--- src/rtl/mac_accum.sv ---
// rtl/mac_accum.sv - signed TAPS-product accumulator with shift, saturation and registered output
module mac_accum #(
    parameter int WIDTH_P = 16,
    parameter int TAPS    = 9,
    parameter int OUT_W   = 8,
    parameter int SHIFT   = 4
) (
    input  logic                      clk,
    input  logic                      rst,
    input  logic                      clear,
    input  logic signed [WIDTH_P-1:0] in_prod,
    input  logic                      in_valid,
    output logic                      in_ready,
    output logic signed [OUT_W-1:0]   out_data,
    output logic                      out_sat,
    output logic                      out_valid,
    input  logic                      out_ready
);

    localparam int ACC_W = WIDTH_P + $clog2(TAPS);
    localparam int CNT_W = $clog2(TAPS);
    localparam logic [CNT_W-1:0] LAST = CNT_W'(TAPS - 1);
    localparam logic signed [ACC_W-1:0] SAT_MAX = ACC_W'((1 << (OUT_W - 1)) - 1);
    localparam logic signed [ACC_W-1:0] SAT_MIN = ~SAT_MAX;

    logic [CNT_W-1:0]        cnt;
    logic signed [ACC_W-1:0] acc;
    logic signed [ACC_W-1:0] prod_ext;
    logic signed [ACC_W-1:0] sum;
    logic signed [ACC_W-1:0] shifted;
    logic signed [OUT_W-1:0] sat_data;
    logic                    sat_flag;
    logic                    accept;

    assign in_ready = ~out_valid | out_ready;
    assign accept   = in_valid & in_ready;
    assign prod_ext = {{(ACC_W - WIDTH_P){in_prod[WIDTH_P-1]}}, in_prod};
    // The first beat of a group starts from zero so acc never needs a separate restart.
    assign sum      = ((cnt == '0) ? '0 : acc) + prod_ext;
    assign shifted  = sum >>> SHIFT;

    always_comb begin
        sat_flag = 1'b0;
        sat_data = shifted[OUT_W-1:0];
        if (shifted > SAT_MAX) begin
            sat_flag = 1'b1;
            sat_data = SAT_MAX[OUT_W-1:0];
        end else if (shifted < SAT_MIN) begin
            sat_flag = 1'b1;
            sat_data = SAT_MIN[OUT_W-1:0];
        end
    end

    always_ff @(posedge clk or posedge rst) begin
        if (rst) begin
            cnt       <= '0;
            acc       <= '0;
            out_data  <= '0;
            out_sat   <= 1'b0;
            out_valid <= 1'b0;
        end else if (clear) begin
            cnt       <= '0;
            acc       <= '0;
            out_valid <= 1'b0;
        end else begin
            if (out_valid && out_ready) begin
                out_valid <= 1'b0;
            end
            // A completion in the same cycle as a drain overrides the drop above.
            if (accept) begin
                if (cnt == LAST) begin
                    cnt       <= '0;
                    acc       <= '0;
                    out_data  <= sat_data;
                    out_sat   <= sat_flag;
                    out_valid <= 1'b1;
                end else begin
                    cnt <= cnt + 1'b1;
                    acc <= sum;
                end
            end
        end
    end

endmodule

--- config.mk ---
export PLATFORM = sky130hd
export DESIGN_NAME = mac_accum
export DESIGN_NICKNAME = d
export VERILOG_FILES = /design/src/rtl/mac_accum.sv
export SDC_FILE = /design/constraint.sdc
export NUM_CORES = 1
export LEC_CHECK = 0
export CAP_MARGIN = 20
export CORE_ASPECT_RATIO = 1.75
export CORE_MARGIN = 2
export CORE_UTILIZATION = 55
export CTS_CLUSTER_DIAMETER = 100
export CTS_CLUSTER_SIZE = 20
export DETAILED_ROUTE_END_ITERATION = 8
export PLACE_DENSITY = 0.88
export SKIP_LAST_GASP = 1
export SLEW_MARGIN = 20
export SYNTH_ARGS = -nofsm -noshare
export SYNTH_HDL_FRONTEND = slang
export SYNTH_SLANG_ARGS = --single-unit
--- constraint.sdc ---
create_clock -name clk -period 5 [get_ports clk]
set_input_delay 0.75 -clock clk [delete_from_list [all_inputs] [get_ports clk]]
set_output_delay 0.75 -clock clk [all_outputs]
set_load 0.005 [all_outputs]
==> impl_results.md <==
* Psw at 227 uW
* Routed Antenna Nets at 0
* Worst R2R Setup Slack at 1.12 ns
* Min-delay worst type: reg2reg
* R2R Path End: out_data[0]
* Worst EP arrival at 4.03 ns
* Worst Path Max Fanout at 20
* CTS buffer count at 5
* Status: complete, no violations
* Fin. Hold Viols at 0
* Num rows at 33
* Final HPWL DP at 4850 um
* Die Ht at 96.7 um
* Leakage power at 0.00138 uW
* H-tree Lvls at 2
* ANT cells at 0
* Resize count post-CTS at 0
* Seq/Total Area, Yosys at 31.5%
* Syn_area_per_cell at 8.86 um2
* Hold buffers post-CTS at 0
* Worst-path clk slew at 0.07 ns
* Flops & latches, synth at 34
* Vias in the first global route at 2,391
* First-pass GRT wire length at 11,200 um
* # DRC at 0
* CP Class: reg2reg
* Clock Latency Late Sink at 0.29 ns
* Reg power frac at 37.2%
* GP Congestion at 0.939
* Place WS at 1.18 ns
* WL/cell at 16.7 um
* Root Driver: clkbuf_8
* Crit path cell chain: inv_1 > ha_1 > nor3b_2 > buf_4 > nor2b_1 > ha_1 > a211oi_2 > o21a_2 > a21oi_1 > or3_1 > a2111oi_0 > nand4b_1 > o2bb2ai_2 > o22ai_1
* Dpl cell area at 0.00305 mm2
* Worst path max stage delay at 0.43 ns
* DR vias at 2,475
* Final WL at 6470 um
* Internal power at 577 uW
* Kind of start point of the critical path: flop
* Origin of the critical flop-to-flop path: cnt[0]
* Critical Path RT at 5.16 ns
* Maximum VDD drop at 0.000374 V
* Total grt overflow at 0
* Initial Util at 57.4%
* Max Fclk at 0.258 GHz
* Share of layout cells above drive strength 1 at 7.76%
* Ys flop type: dfrtp_1
* RSZ-0062 raised after global routing: no
* Count of flip-flops with a built-in enable after synthesis at 0
* Largest net degree at the start of global routing at 35
* Worst setup EP type: flop
* Clock power share at 37.6%
* First-pass DRT Iterations at 4
* Slew Viols, Final at 0
* Gr usage total at 25.0%
* Area leader, netlist: dfrtp_1
* Synth async-reset ratio at 100%
* Post-synthesis cell type count at 61
* Die width at 57.0 um
* Slew headroom at 33.7%
* Gate power share at 25.2%
* Layout fillers at 388
* Mapped Area at 0.00270 mm2
* Post-synth top area share at 31.5%
* Pwr dens at 252 mW/mm2
* Die Area at 0.00551 mm2
* Min Tclk post-route at 3.88 ns
* DRT iter0 DRCs at 129
* Area growth syn-to-layout at 17.9%
* Number of I/O port buffers at 31
* # IOs at 32
* TritonCTS clock tree: yes
* Hold path depth at 2
* YS warnings at 0
* Syn nets at 348
* Clock tree buffer depth at 2
* Max-Cap Viols at 0
* Setup Skew at 0.00534 ns
* CP most frequent cell: ha_1
* Antenna violations before repair at 0
* Final setup margin at 1.12 ns
* Hold Path End: acc[16]
* DR vias/cell at 6.40
* CTS Sinks at 34
* Reg2reg path depth at 14
* CP max stage cell: dfrtp_1
* Nets at 377
* Sw frac at 28.3%
* Post-layout util at 67.7%
* Final setup vio count at 0
* Hold_sp: acc[16]
* Design area at 0.00319 mm2
* Setup Buffers After CTS at 0
* Worst-Margin Slew at 0.991 ns
* Period utilisation layout at 77.5%
* TNS Setup at 0 ns
* Post-synthesis cell count at 305
* Core Area at 0.00471 mm2
* Top post-synthesis cells by area: dfrtp_1, ha_1, a22o_1, o21ai_0, nor2b_1
registers in the layout (all words and copies together), names as in the netlist:
name / flops
out_sat: 1
cnt: 4
out_data: 8
acc: 20
out_valid: 1
how the worst max path moves through the flow:
stage	startpoint	end	cells past startpoint
2_1_floorplan	cnt[0]	out_data[6]	16
3_3_place_gp	in_prod[0]	out_data[0]	11
3_5_place_dp	in_prod[0]	out_data[5]	11
4_1_cts	cnt[0]	out_data[0]	15
5_1_grt	cnt[0]	out_data[0]	14
6_report	cnt[0]	out_data[0]	14
per-stage QoR:
stage	power, uW	hold WS (ns)	cells
finish	804	0.485	387
global placement	497	0.458	379
global route	843	0.515	387
floorplan	447	0.442	305
detailed placement	502	0.473	379
CTS	802	0.489	387
cell usage after synthesis (3+ instances only):
cell type / n
a21o_1: 8
o21ai_1: 3
a211oi_1: 5
a22o_1: 15
nand3_1: 5
nor2_1: 19
nor3_1: 3
nand2_1: 27
ha_1: 21
o21ai_0: 25
nand4_1: 3
o211ai_1: 3
a21oi_1: 20
nand2b_1: 4
xor2_1: 4
nor2b_1: 19
xnor2_1: 8
clkbuf_1: 7
dfrtp_1: 34
and2_1: 5
inv_1: 4
nor4_1: 5
buf_2: 3
o22ai_1: 7
power groups by stage:
stage / Clock (uW) / Combinational [uW] / Sequential [uW]
2_1_floorplan: 0 / 146 / 301
3_3_place_gp: 0 / 193 / 304
3_5_place_dp: 0 / 198 / 304
4_1_cts: 303 / 201 / 299
5_1_grt: 317 / 225 / 301
6_report: 302 / 202 / 299
worst max-delay path: cells and delay by family, from the launching register on:
family	cells	cell delay (ns)
flops	1	0.43
simple gates	4	0.99
fa+ha+maj	2	0.52
compound gates	6	1.53
buf+inv	2	0.27
cell usage in the layout, fill, tap and decap left out, types with 3 or more instances in the layout:
| cell | count |
|---|---|
| clkbuf_8 | 5 |
| and2_1 | 5 |
| nand4_1 | 3 |
| a22o_1 | 15 |
| a211oi_1 | 5 |
| a21o_1 | 8 |
| nand2_1 | 27 |
| inv_1 | 4 |
| nand3_1 | 5 |
| dfrtp_1 | 34 |
| ha_1 | 21 |
| nor2b_1 | 19 |
| buf_4 | 3 |
| nand2b_1 | 4 |
| nor2_1 | 19 |
| a21oi_1 | 20 |
| xor2_1 | 4 |
| nor4_1 | 5 |
| o211ai_1 | 3 |
| clkdlybuf4s50_1 | 31 |
| o21ai_0 | 25 |
| xnor2_1 | 8 |
| o21ai_1 | 3 |
| o22ai_1 | 7 |
| nor3_1 | 3 |
layout make-up:
type	count	area (um2)	area share (%)
Tap cell	52	65.1	2.04
Clock inverter	3	68.8	2.16
Timing Repair Buffer	34	333	10.4
Multi-Input combinational cell	255	1780	56.0
Sequential cell	34	851	26.7
Inverter	4	15.0	0.471
Clock buffer	5	68.8	2.16
layer usage:
layer / wire length (um) / GRT usage, %
met4: 205 / 10.2
met2: 3290 / 41.7
met3: 192 / 2.54
met5: 0 / 0
met1: 2790 / 32.6
cell families after synthesis:
| family | synth area share, % |
|---|---|
| AOI/OAI and AO/OA | 29.2 |
| xor gates and xnor gates | 4.49 |
| adders and majority gates | 10.5 |
| buffers and inverters | 2.64 |
| DFF | 31.5 |
| muxes | 1.16 |
| and+or+nand+nor | 20.6 |
Power figures use the tool's default switching activity.
